**src/rtl/raw_pattern_pkg.sv**
```systemverilog
// Shared constants for the RAW8 Bayer test-pattern source: pattern modes,
// colour-bar RGB table, FSM encoding and the Bayer bar lookup.
package raw_pattern_pkg;

  localparam logic [1:0] PAT_FLAT  = 2'd0;
  localparam logic [1:0] PAT_RAMP  = 2'd1;
  localparam logic [1:0] PAT_BARS  = 2'd2;
  localparam logic [1:0] PAT_CHECK = 2'd3;

  localparam logic [1:0] ST_IDLE = 2'd0;
  localparam logic [1:0] ST_RUN  = 2'd1;
  localparam logic [1:0] ST_STOP = 2'd2;

  // Index 0 is the leftmost bar (white), index 7 the rightmost (black); bits are {R,G,B}.
  localparam logic [7:0][2:0] BAR_RGB = {3'b000, 3'b001, 3'b100, 3'b101,
                                         3'b010, 3'b011, 3'b110, 3'b111};

  // RGGB site select: even row/even col = R, odd row/odd col = B, else G.
  function automatic logic [7:0] bayer_bar(input logic [2:0] bar, input logic x_odd,
                                           input logic y_odd);
    logic [2:0] rgb;
    logic       hit;
    rgb = BAR_RGB[bar];
    if (!y_odd && !x_odd)    hit = rgb[2];
    else if (y_odd && x_odd) hit = rgb[0];
    else                     hit = rgb[1];
    return hit ? 8'hFF : 8'h00;
  endfunction

endpackage

```
**src/rtl/raw_pattern_gen_timing.sv**
```systemverilog
// Raster counters plus registered sync/den/frame_done decode. Counters sit at
// (0,0) whenever run is low, so a new frame always starts from the origin.
module video_timing_gen #(
  parameter int source_h = 512,
  parameter int source_v = 512,
  parameter int h_blank  = 128,
  parameter int v_blank  = 16,
  parameter int hsync_w  = 32,
  parameter int vsync_w  = 2
) (
  input  logic        clk,
  input  logic        reset,
  input  logic        run,
  output logic [11:0] h_cnt,
  output logic [11:0] v_cnt,
  output logic        line_end,
  output logic        frame_end,
  output logic        active,
  output logic        den,
  output logic        hsync,
  output logic        vsync,
  output logic        frame_done
);

  localparam logic [11:0] H_LAST     = 12'(source_h + h_blank - 1);
  localparam logic [11:0] V_LAST     = 12'(source_v + v_blank - 1);
  // 13-bit bounds: a sync pulse may end exactly at a 4096 total.
  localparam logic [12:0] H_ACT      = 13'(source_h);
  localparam logic [12:0] H_SYNC_END = 13'(source_h + hsync_w);
  localparam logic [12:0] V_ACT      = 13'(source_v);
  localparam logic [12:0] V_SYNC_END = 13'(source_v + vsync_w);

  logic [12:0] x, y;
  logic        hsync_c, vsync_c;

  assign x         = {1'b0, h_cnt};
  assign y         = {1'b0, v_cnt};
  assign line_end  = run && (h_cnt == H_LAST);
  assign frame_end = line_end && (v_cnt == V_LAST);
  assign active    = run && (x < H_ACT) && (y < V_ACT);
  assign hsync_c   = run && (x >= H_ACT) && (x < H_SYNC_END);
  assign vsync_c   = run && (y >= V_ACT) && (y < V_SYNC_END);

  always_ff @(posedge clk) begin
    if (reset || !run) begin
      h_cnt <= 12'd0;
      v_cnt <= 12'd0;
    end else if (line_end) begin
      h_cnt <= 12'd0;
      v_cnt <= frame_end ? 12'd0 : v_cnt + 12'd1;
    end else begin
      h_cnt <= h_cnt + 12'd1;
    end
  end

  always_ff @(posedge clk) begin
    if (reset) begin
      den        <= 1'b0;
      hsync      <= 1'b0;
      vsync      <= 1'b0;
      frame_done <= 1'b0;
    end else begin
      den        <= active;
      hsync      <= hsync_c;
      vsync      <= vsync_c;
      frame_done <= frame_end;
    end
  end

endmodule

```
**src/rtl/raw_pattern_gen.sv**
```systemverilog
// Synthetic RAW8 RGGB video source: run/stop FSM, frame-aligned mode latch,
// pattern datapath and output registers around the raster timing generator.
module raw_pattern_gen
  import raw_pattern_pkg::*;
#(
  parameter int source_h = 512,
  parameter int source_v = 512,
  parameter int h_blank  = 128,
  parameter int v_blank  = 16,
  parameter int hsync_w  = 32,
  parameter int vsync_w  = 2
) (
  input  logic        clk,
  input  logic        reset,
  input  logic        enable,
  input  logic [1:0]  pattern_mode,
  output logic        out_vsync,
  output logic        out_hsync,
  output logic        out_den,
  output logic [7:0]  out_data,
  output logic        frame_done,
  output logic [15:0] frame_cnt
);

  localparam logic [11:0] BAR_LAST = 12'(source_h / 8 - 1);

  logic [1:0]  state, state_nxt;
  logic        run;
  logic [11:0] h_cnt, v_cnt;
  logic        line_end, frame_end, active, origin;
  logic [1:0]  mode_q, mode_eff;
  logic [11:0] bar_cnt;
  logic [2:0]  bar_idx;
  logic [7:0]  pix;

  assign run = (state != ST_IDLE);

  video_timing_gen #(
    .source_h(source_h), .source_v(source_v), .h_blank(h_blank),
    .v_blank(v_blank), .hsync_w(hsync_w), .vsync_w(vsync_w)
  ) u_timing (
    .clk       (clk),
    .reset     (reset),
    .run       (run),
    .h_cnt     (h_cnt),
    .v_cnt     (v_cnt),
    .line_end  (line_end),
    .frame_end (frame_end),
    .active    (active),
    .den       (out_den),
    .hsync     (out_hsync),
    .vsync     (out_vsync),
    .frame_done(frame_done)
  );

  // STOP only differs from RUN in that it remembers a pending stop; the
  // frame always finishes and enable at the last pixel decides what follows.
  always_comb begin
    state_nxt = state;
    case (state)
      ST_IDLE: if (enable) state_nxt = ST_RUN;
      ST_RUN: begin
        if (frame_end)   state_nxt = enable ? ST_RUN : ST_IDLE;
        else if (!enable) state_nxt = ST_STOP;
      end
      ST_STOP: begin
        if (frame_end)   state_nxt = enable ? ST_RUN : ST_IDLE;
        else if (enable) state_nxt = ST_RUN;
      end
      default: state_nxt = ST_IDLE;
    endcase
  end

  always_ff @(posedge clk) begin
    if (reset) state <= ST_IDLE;
    else       state <= state_nxt;
  end

  always_ff @(posedge clk) begin
    if (reset)          frame_cnt <= 16'd0;
    else if (frame_end) frame_cnt <= frame_cnt + 16'd1;
  end

  // Pixel (0,0) already uses the new mode, so bypass the latch there.
  assign origin   = (h_cnt == 12'd0) && (v_cnt == 12'd0);
  assign mode_eff = origin ? pattern_mode : mode_q;

  always_ff @(posedge clk) begin
    if (reset)       mode_q <= PAT_FLAT;
    else if (origin) mode_q <= pattern_mode;
  end

  // Bar index tracks h_cnt with a width counter instead of dividing x.
  always_ff @(posedge clk) begin
    if (reset || !run || line_end) begin
      bar_cnt <= 12'd0;
      bar_idx <= 3'd0;
    end else if (bar_cnt == BAR_LAST) begin
      bar_cnt <= 12'd0;
      bar_idx <= bar_idx + 3'd1;
    end else begin
      bar_cnt <= bar_cnt + 12'd1;
    end
  end

  always_comb begin
    pix = 8'h00;
    case (mode_eff)
      PAT_FLAT:  pix = 8'h80;
      PAT_RAMP:  pix = h_cnt[7:0];
      PAT_BARS:  pix = bayer_bar(bar_idx, h_cnt[0], v_cnt[0]);
      PAT_CHECK: pix = (h_cnt[3] ^ v_cnt[3] ^ frame_cnt[0]) ? 8'hFF : 8'h00;
      default:   pix = 8'h00;
    endcase
  end

  always_ff @(posedge clk) begin
    if (reset) out_data <= 8'h00;
    else       out_data <= active ? pix : 8'h00;
  end

endmodule

```
**config.mk**
```make
export PLATFORM = sky130hd
export DESIGN_NAME = raw_pattern_gen
export DESIGN_NICKNAME = d
export VERILOG_FILES = /design/src/rtl/raw_pattern_pkg.sv /design/src/rtl/raw_pattern_gen_timing.sv /design/src/rtl/raw_pattern_gen.sv
export SDC_FILE = /design/constraint.sdc
export NUM_CORES = 1
export LEC_CHECK = 0
export CAP_MARGIN = 15
export CORE_ASPECT_RATIO = 1.5
export CORE_MARGIN = 2
export CORE_UTILIZATION = 60
export DETAILED_ROUTE_END_ITERATION = 7
export GPL_ROUTABILITY_DRIVEN = 0
export PLACE_DENSITY = 0.86
export SYNTH_ARGS = -nofsm -noshare
export SYNTH_HDL_FRONTEND = slang
export SYNTH_SLANG_ARGS = --single-unit
```
**constraint.sdc**
```tcl
create_clock -name clk -period 3.9 [get_ports clk]
set_input_delay 0.585 -clock clk [delete_from_list [all_inputs] [get_ports clk]]
set_output_delay 0.585 -clock clk [all_outputs]
set_load 0.01 [all_outputs]
```
After elaboration in Yosys (flattened, before gate mapping). Memories as Yosys holds them, arrays and structs flattened. A register that Yosys moved wholly into a read port is not among the register bits. Cells that the tools add are included.

Bits in registers: 71. Memories: 1. Memory bits (read-only): 24. Word-level logic and storage cells: 78. Bits of input ports: 5.

Memories: (no name shown) (depth 8, bits a word 3, read ports 1, clocked after Yosys merged registers in 1, wr ports 0, RTL line raw_pattern_pkg.sv:23) `rgb = BAR_RGB[bar];`.

Bitwise gates (word level): 3. $add $sub $neg: 5. Muxes and demuxes: 17. Reduce and logical (&&, ||, !) cells: 24. Magnitude comparators: 7. Equal/unequal tests: 9.

Operator list (count): 12-bit by 10-bit < comparator with 1-bit output, second input constant (4); 12-bit by 1-bit adder with 12-bit output, second input constant (3); 8-bit case mux with 4 select lines (1); 12-bit by 10-bit equality test with 1-bit output, second input constant (2); 12-bit by 10-bit greater-or-equal comparator with 1-bit output, second input constant (2); 12-bit zero test (2); 16-bit by 1-bit adder with 16-bit output, second input constant (1); 8-bit two-way mux (2); 12-bit by 6-bit equality test with 1-bit output, second input constant (1); 12-bit two-way mux (1); 1-bit logical AND (11); 2-bit two-way mux (5); 3-bit two-way mux (3); 2-bit equality test, second input constant (3); 2-bit case mux with 3 select lines (1); 2-bit OR reduction (3); 2-bit by 1-bit equality test with 1-bit output, second input constant (2); 2-bit zero test (2); 3-bit by 4-bit < comparator with 1-bit output, second input constant (1); 1-bit two-way mux (4); 3-bit by 1-bit adder with 3-bit output, second input constant (1); 1-bit zero test (3); 3-bit by 2-bit inequality test with 1-bit output, second input constant (1); 1-bit logical OR (2); 3 further kinds (4).

Longest topological paths before layout. Gate-level depths: netlist of the first run.

Depth after elaboration: 7. Depth in mapped cells: 8. Depth with buffers taken out: 7.

Modules after synthesis. Synthesis of the first run repeated with hierarchy kept, for this count alone.

Cells, all modules: 359. Area total of the unflattened synthesis: 3255.6 um^2.

By module, submodules not included: raw_pattern_gen (area an instance 1945.6 um^2, cells each 208, instances 1); video_timing_gen (area an instance 1310.0 um^2, cells each 151, instances 1).

Worst setup path after synthesis of the first run. Ideal clock, no wire load.

Path type: register to register. Start point: reg u_timing.v_cnt[0]. End point: reg out_data[7]. Data arrival time: 2085 ps. Cell stages (with the launch flop): 8. Required time: 3754 ps. Clock period less this slack: 2230 ps. Path buffers: 0. Setup time: 146 ps. Setup slack: 1670 ps. Path through: dfxtp_1 inv_1 ha_1 or3b_2 nor4_4 mux2i_1 mux2i_4 a221oi_2.

Word-level cells in the longest chain between the ends: 6. Elaborated cells on any way between the ends: 19.

Ends and longest elaborated chain: start: declaration (RTL line raw_pattern_gen_timing.sv:15) `output logic [11:0] v_cnt,`; start signal: assignment (RTL line raw_pattern_gen_timing.sv:50) `v_cnt <= frame_end ? 12'd0 : v_cnt + 12'd1;`; parallel branches: the longest is 6 deep, another holds 12-bit by 10-bit < comparator with 1-bit output; end signal: assignment (RTL line raw_pattern_gen.sv:119) `else out_data <= active ? pix : 8'h00;`; end: declaration (RTL line raw_pattern_gen.sv:20) `output logic [7:0] out_data,`.

Several ways; the timed one is not identified. The select of a mux whose other input is x is not followed. A chain may end at the register's enable or synchronous reset.

Final worst setup path of the first run. Ends and elaborated chain as after synthesis.

==> qor.json, run 1 <==
{
  "outcome": {
    "outcome": "completed"
  },
  "synth": {
    "synth_nets": 355,
    "netlist-cell-type-count": 42,
    "number_of_synthesized_register_bits": 74,
    "synth_warnings": 0,
    "synth_seq_area_share_pct": 46.3,
    "syn-cell-area_um2": 3200,
    "synth_area_per_cell_um2": 9.32,
    "synth_cells": 343
  },
  "detailed_routing": {
    "detailroute.via_count": 2416,
    "drtAntennaViolNets": 0,
    "firstDrtPassIters": 4,
    "wl_per_cell_um": 13.8,
    "drc": 0,
    "drt_first_iter_violations": 121,
    "route.detailed.vias_per_inst": 5.39,
    "route.final.wire_length_mm": 6.16
  },
  "power_and_ir_drop": {
    "p_per_area_nw_per_um2": 374,
    "vdd_drop_max_uv": 286,
    "leakage_nw": 1.34,
    "final_power_mw": 1.39
  },
  "final_layout": {
    "multi_input_comb_area_um2": 1590,
    "storage_element_area_um2": 1480,
    "final_layout_size_suffix_gt1_share_pct": 8.42,
    "finalNetCount": 388,
    "syn2layout_area_growth_pct": 16.6,
    "n_antenna_cell": 0,
    "num-fill-cells": 386
  },
  "cts": {
    "h-tree-depth": 3,
    "clk_pin_slew_worst_paths_ns": 0.07,
    "ctsRootBufferMaster": "clkbuf_8",
    "clock-sinks": 74,
    "numCtsBuffers": 9,
    "clock_tree.buffer_depth": 2,
    "worstSkewPairLatency_ns": 0.35,
    "cts_setup_buffers": 0,
    "cts_hold_buffers": 0,
    "cts_tree": "done",
    "post_cts_resized": 0
  },
  "global_routing": {
    "grt_overflow_total": 0,
    "grt_pass1_wl_mm": 10.8,
    "grt_max_degree": 22,
    "antenna_violations_before_repair": 0,
    "global_route_usage_over_all_layers_pct": 23.7,
    "via_count_of_the_first_global_routing_pass": 2401
  },
  "die": {
    "design.portCount": 33,
    "rows": 32,
    "overall_die_height_um": 93.4,
    "core_box_area_um2": 5120,
    "initial_standard_cell_utilization_of_the_core_pct": 62.4,
    "dieArea_um2": 5940,
    "die-width_um": 63.6
  },
  "sta": {
    "fin_hold_ws_ns": 0.466,
    "max_transition_margin_pct": 48.8,
    "final_max_tran_viols": 0,
    "max_clock_freq_mhz": 392,
    "unrepaired_setup_endpoints_after_global_routing": "no",
    "finalCritPeriodShare_pct": 65.5,
    "tightest_slew_ns": 0.746,
    "report.final.hold_viol_count": 0,
    "final.setup_skew_ns": 0.0123,
    "setup_viol": 0,
    "setup-tns-final_ns": 0,
    "min_period_ns": 2.55
  },
  "critical_path": {
    "critPathCaptureType": "flop",
    "cp_max_fo": 9,
    "timing.critical_path.arrival_ns": 2.81,
    "crit_type": "flop to flop",
    "startpoint_types": "flop",
    "worst_ep_required_time_ns": 4.16
  },
  "placed_design": {
    "hpwlAfterDp_mm": 4.48,
    "placement.io_buffers": 32
  },
  "worst_hold_path": {
    "min_path_type": "flop to flop"
  },
  "flow_run": {
    "drv_cap": 0
  }
}
==> critical path: stages (launching register included) <==
cell and delay [ns]:
dfxtp_1 0.39, inv_1 0.09, ha_1 0.14, or3b_2 0.47
nor4_4 0.30, mux2i_1 0.69, inv_1 0.12, a221oi_2 0.28
==> metrics by stage <==
step	utilization (%)	instance area, um2	setup slack [ns]	cells
finish	72.8	3730	1.35	448
global route	72.8	3730	1.12	448
CTS	72.8	3730	1.34	448
detailed placement	69.1	3540	1.17	433
global placement	69.1	3540	1.25	433
floorplan	-	3200	1.67	343
==> layout by cell type (no fill, tap or decap), types with 3 or more instances in the layout <==
master,Yosys,final
nand3_1,28,28
xnor2_1,18,18
and4_1,4,4
nor4_2,3,3
nor4_1,3,3
xor2_1,31,31
mux2i_1,6,6
o31ai_1,6,6
nor3_1,8,8
nand2_1,20,20
nand2b_1,3,3
buf_4,2,3
a211oi_1,3,3
clkdlybuf4s50_1,0,32
dfxtp_1,74,74
and3_1,10,10
nand4_1,7,7
clkbuf_8,0,10
nor2_1,63,63
inv_1,12,12
ha_1,7,7
==> area by class of cell <==
class / instances / share of cell area [%]
clock buffer: 12 / 3.89
clock inverter: 3 / 1.07
inverter: 12 / 1.21
multi-input combinational: 244 / 42.6
sequential: 74 / 39.7
tap: 68 / 2.28
timing repair buffer: 35 / 9.19
==> state kept, by name, indices dropped and copies added (netlist names), 2 cells and up, named ones only <==
signal,cells
frame_cnt,16
bar_cnt,12
bar_idx,3
mode_q,2
u_timing.h_cnt,12
state,2
out_data,8
u_timing.v_cnt,12
==> cell usage after synthesis (all sizes together) <==
library cell / count / area, um2
xor2: 31 / 272
o21bai: 2 / 15.0
nand2b: 3 / 18.8
nor2: 64 / 243
buf: 7 / 58.8
clkbuf: 6 / 22.5
nand3: 29 / 150
inv: 12 / 45.0
o32ai: 2 / 17.5
nand2: 21 / 81.3
xnor2: 18 / 158
or4: 2 / 16.3
or3b: 1 / 8.76
a221oi: 1 / 15.0
o2111ai: 1 / 8.76
nor3: 8 / 40.0
ha: 7 / 87.6
and4: 5 / 45.0
a21oi: 1 / 5.00
and3: 10 / 62.6
nand4: 7 / 43.8
mux2i: 7 / 82.6
and2: 1 / 6.26
o31ai: 6 / 45.0
dfxtp: 74 / 1480
nor2b: 1 / 6.26
a211oi: 3 / 22.5
nor4: 8 / 98.9
nand4b: 1 / 15.0
or2: 3 / 18.8
o22ai: 1 / 6.26
==> where the power goes <==
part / total, mW / switching [mW] / internal (mW)
clock network: 0.570 / 0.262 / 0.308
logic: 0.0561 / 0.0333 / 0.0228
registers: 0.767 / 0.00450 / 0.762
==> metal layers <==
metal  routed length [um]  global-route usage, %  vias to the layer above
met5                    0                      0                        -
met4                  177                   12.9                        0
met3                  226                   6.98                       16
met2                 3320                   42.4                       49
met1                 2440                   24.5                     1124
li1                     -                      -                     1227
==> path summary, 6_finish.rpt <==
check / startpoint / endpoint / slack, ns / depth (start not counted)
max reg2reg: u_timing.v_cnt[0] / out_data[7] / 1.35 / 7
max: u_timing.v_cnt[0] / out_data[7] / 1.35 / 7
min: bar_cnt[0] / bar_cnt[0] / 0.47 / 1
min reg2reg: bar_cnt[0] / bar_cnt[0] / 0.47 / 1
==> cell families after synthesis <==
| kind of cell | count (synthesis) | share of synthesized area (%) |
|---|---|---|
| AND/OR/NAND/NOR | 164 | 26.7 |
| adder cells (fa/ha/maj) | 7 | 2.74 |
| XOR/XNOR | 49 | 13.4 |
| multiplexers | 7 | 2.58 |
| buffers and inverters | 25 | 3.95 |
| AO/OA/AOI/OAI | 17 | 4.23 |
| flip-flops | 74 | 46.3 |
Power figures use the tool's default switching activity.
==> inputs of run 2 (changes only) <==
CORE_UTILIZATION = 51   (was 60)
PLACE_DENSITY = 0.78   (was 0.86)
clock period = 2.3 ns   (was 3.9 ns; I/O delays follow)
==> qor.json, run 2 (synthesized netlist as in run 1, its figures left out) <==
{
  "critical_path": {
    "rr_worst_depth": {"value": 7, "change": "unchanged"},
    "cp_max_fo": {"value": 8, "change": "was 9"},
    "r2r_setup_slack": {"value": 0.001, "unit": "ns", "change": "was 1.35 ns"},
    "crit-reg2reg-capture": {"value": "out_data[7]", "change": "unchanged"},
    "crit_type": {"value": "flop to flop", "change": "unchanged"},
    "worst_reg2reg_startpoint": {"value": "u_timing.v_cnt[1]", "change": "was u_timing.v_cnt[0]"},
    "timing.critical_path.arrival": {"value": 2.51, "unit": "ns", "change": "was 2.81 ns"},
    "critPathCaptureType": {"value": "flop", "change": "unchanged"},
    "worst_ep_required_time": {"value": 2.52, "unit": "ns", "change": "was 4.16 ns"},
    "startpoint_types": {"value": "flop", "change": "unchanged"}
  },
  "detailed_routing": {
    "route.final.wire_length": {"value": 6.44, "unit": "mm", "change": "was 6.16 mm"},
    "routed-wl-met3": {"value": 221, "unit": "um", "change": "was 226 um"},
    "wl_per_cell": {"value": 13.8, "unit": "um", "change": "about the same"},
    "wl_met2": {"value": 3.40, "unit": "mm", "change": "was 3.32 mm"},
    "drt_first_iter_violations": {"value": 113, "change": "was 121"},
    "detailroute.via_count": {"value": 2513, "change": "was 2,416"},
    "firstDrtPassIters": {"value": 4, "change": "unchanged"},
    "m1WireLength": {"value": 2.67, "unit": "mm", "change": "was 2.44 mm"},
    "route.detailed.vias_per_inst": {"value": 5.39, "change": "about the same"},
    "drtAntennaViolNets": {"value": 0, "change": "unchanged"},
    "routed.top_layer": {"value": "met4", "change": "unchanged"},
    "drc": {"value": 0, "change": "unchanged"}
  },
  "cts": {
    "worstSkewPairLatency": {"value": 0.35, "unit": "ns", "change": "about the same"},
    "clock-sinks": {"value": 74, "change": "unchanged"},
    "clock_tree.buffer_depth": {"value": 2, "change": "unchanged"},
    "ctsRootBufferMaster": {"value": "clkbuf_8", "change": "unchanged"},
    "clk_pin_slew_worst_paths": {"value": 0.07, "unit": "ns", "change": "about the same"},
    "cts_tree": {"value": "done", "change": "unchanged"},
    "numCtsBuffers": {"value": 9, "change": "unchanged"},
    "cts_hold_buffers": {"value": 0, "change": "unchanged"},
    "h-tree-depth": {"value": 3, "change": "unchanged"}
  },
  "final_layout": {
    "final-instance-count-excl-fill": {"value": 466, "change": "was 448"},
    "layout_commonest_cell": {"value": "dfxtp_1", "change": "unchanged"},
    "storage_element_area": {"value": 1490, "unit": "um2", "change": "was 1480 um2"},
    "n_antenna_cell": {"value": 0, "change": "unchanged"},
    "layout.core_utilization": {"value": 63.7, "unit": "%", "change": "was 72.8%"},
    "final_layout_size_suffix_gt1_share": {"value": 13.3, "unit": "%", "change": "was 8.42%"},
    "syn2layout_area_growth": {"value": 21.3, "unit": "%", "change": "was 16.6%"},
    "finalNetCount": {"value": 401, "change": "was 388"},
    "largest_register_ff_count": {"value": 16, "change": "unchanged"},
    "num-fill-cells": {"value": 513, "change": "was 386"},
    "max_flop_register": {"value": "frame_cnt", "change": "unchanged"},
    "most-common-layout-cells": {"value": "dfxtp_1 (73), nor2_1 (63), clkdlybuf4s50_1 (32), xor2_1 (31), nand3_1 (28)", "change": "was dfxtp_1 (74), nor2_1 (63), clkdlybuf4s50_1 (32), xor2_1 (31), nand3_1 (28)"},
    "multi_input_comb_area": {"value": 1620, "unit": "um2", "change": "was 1590 um2"}
  },
  "die": {
    "initial_standard_cell_utilization_of_the_core": {"value": 52.5, "unit": "%", "change": "was 62.4%"},
    "die-width": {"value": 68.6, "unit": "um", "change": "was 63.6 um"},
    "dieArea": {"value": 6930, "unit": "um2", "change": "was 5940 um2"},
    "design.portCount": {"value": 33, "change": "unchanged"},
    "rows": {"value": 35, "change": "was 32"},
    "overall_die_height": {"value": 101, "unit": "um", "change": "was 93.4 um"},
    "core_box_area": {"value": 6090, "unit": "um2", "change": "was 5120 um2"}
  },
  "sta": {
    "final.setup_skew": {"value": 0.0150, "unit": "ns", "change": "was 0.0123 ns"},
    "min_period": {"value": 2.30, "unit": "ns", "change": "was 2.55 ns"},
    "final_max_tran_viols": {"value": 0, "change": "unchanged"},
    "setup_viol": {"value": 0, "change": "unchanged"},
    "tightest_slew": {"value": 0.574, "unit": "ns", "change": "was 0.746 ns"},
    "unrepaired_setup_endpoints_after_global_routing": {"value": "yes", "change": "was no"},
    "fin_hold_ws": {"value": 0.468, "unit": "ns", "change": "was 0.466 ns"},
    "finalCritPeriodShare": {"value": 99.9, "unit": "%", "change": "was 65.5%"},
    "report.final.hold_viol_count": {"value": 0, "change": "unchanged"},
    "max_clock_freq": {"value": 435, "unit": "MHz", "change": "was 392 MHz"},
    "setup-tns-final": {"value": 0, "unit": "ns", "change": "unchanged"},
    "max_transition_margin": {"value": 61.7, "unit": "%", "change": "was 48.8%"}
  },
  "placed_design": {
    "placement.io_buffers": {"value": 32, "change": "unchanged"},
    "hpwlAfterDp": {"value": 4.67, "unit": "mm", "change": "was 4.48 mm"},
    "dp.cells": {"value": 450, "change": "was 433"}
  },
  "worst_hold_path": {
    "min_path_type": {"value": "flop to flop", "change": "unchanged"},
    "timing.hold.worst_endpoint": {"value": "bar_cnt[0]", "change": "unchanged"},
    "worst_hold_startpoint": {"value": "bar_cnt[0]", "change": "unchanged"},
    "min_path_cells": {"value": 1, "change": "unchanged"}
  },
  "global_routing": {
    "grt_overflow_total": {"value": 0, "change": "unchanged"},
    "grt_max_degree": {"value": 21, "change": "was 22"},
    "antenna_violations_before_repair": {"value": 0, "change": "unchanged"},
    "global_route_usage_over_all_layers": {"value": 20.2, "unit": "%", "change": "was 23.7%"},
    "grt_pass1_wl": {"value": 10.6, "unit": "mm", "change": "was 10.8 mm"},
    "via_count_of_the_first_global_routing_pass": {"value": 2438, "change": "was 2,401"}
  },
  "flow_run": {
    "drv_cap": {"value": 0, "change": "unchanged"}
  },
  "power_and_ir_drop": {
    "leakage": {"value": 1.40, "unit": "nW", "change": "was 1.34 nW"},
    "p_per_area": {"value": 619, "unit": "nW/um2", "change": "was 374 nW/um2"},
    "vdd_drop_max": {"value": 367, "unit": "uV", "change": "was 286 uV"}
  },
  "outcome": {
    "outcome": {"value": "completed", "change": "unchanged"}
  }
}
## run 2: cell type report
type	count	share of cell area [%]
repair buffers	48	11.4
inverters	12	1.23
multi-input cells	244	41.8
clock buffers	12	4.00
clock inverters	2	0.968
flip-flops and latches	74	38.3
well taps	74	2.39
## run 2: critical path, stage by stage (launching register included)
cell and delay, ns:
dfxtp_4 0.36, inv_4 0.06, ha_4 0.11, or3b_4 0.37, nor4_4 0.33, mux2i_2 0.37, mux2i_4 0.44, a221oi_2 0.13
## run 2: report_power, final
part	internal (mW)	switching, mW
logic	0.0471	0.0600
clock network	0.549	0.444
registers	1.29	0.00780
## run 2: worst max-delay path by stage
| stage | startpoint | endpoint | slack [ns] |
|---|---|---|---|
| finish | u_timing.v_cnt[1] | out_data[7] | 0.001 |
| global route | u_timing.v_cnt[1] | out_data[7] | -0.10 |
| CTS | u_timing.v_cnt[1] | out_data[6] | 0.03 |
| detailed placement | u_timing.v_cnt[1] | out_data[6] | -0.01 |
| global placement | u_timing.v_cnt[1] | out_data[1] | 0.08 |
| floorplan | u_timing.v_cnt[0] | out_data[7] | 0.07 |
## run 2: per-stage QoR
step                      power, mW  instance area, um2  setup WS (ns)
after floorplan                1.39                3200         0.0699
after global placement         1.43                3630         0.0758
after detailed placement       1.43                3630        -0.0122
after CTS                      2.42                3830         0.0276
after global routing           2.48                3880         -0.102
final                          2.40                3880        0.00120
## run 2: what timing repair did
action,in CTS,in global routing
setup buffers,0,2
setup endpoints to repair,5,8
pin swaps,0,5
gates resized for setup,1,10
## run 2: layer usage
metal	global-route usage [%]	vias to the layer above
met4	10.9	0
met1	21.5	1195
met2	34.6	47
met5	0	-
met3	5.81	15
li1	-	1256
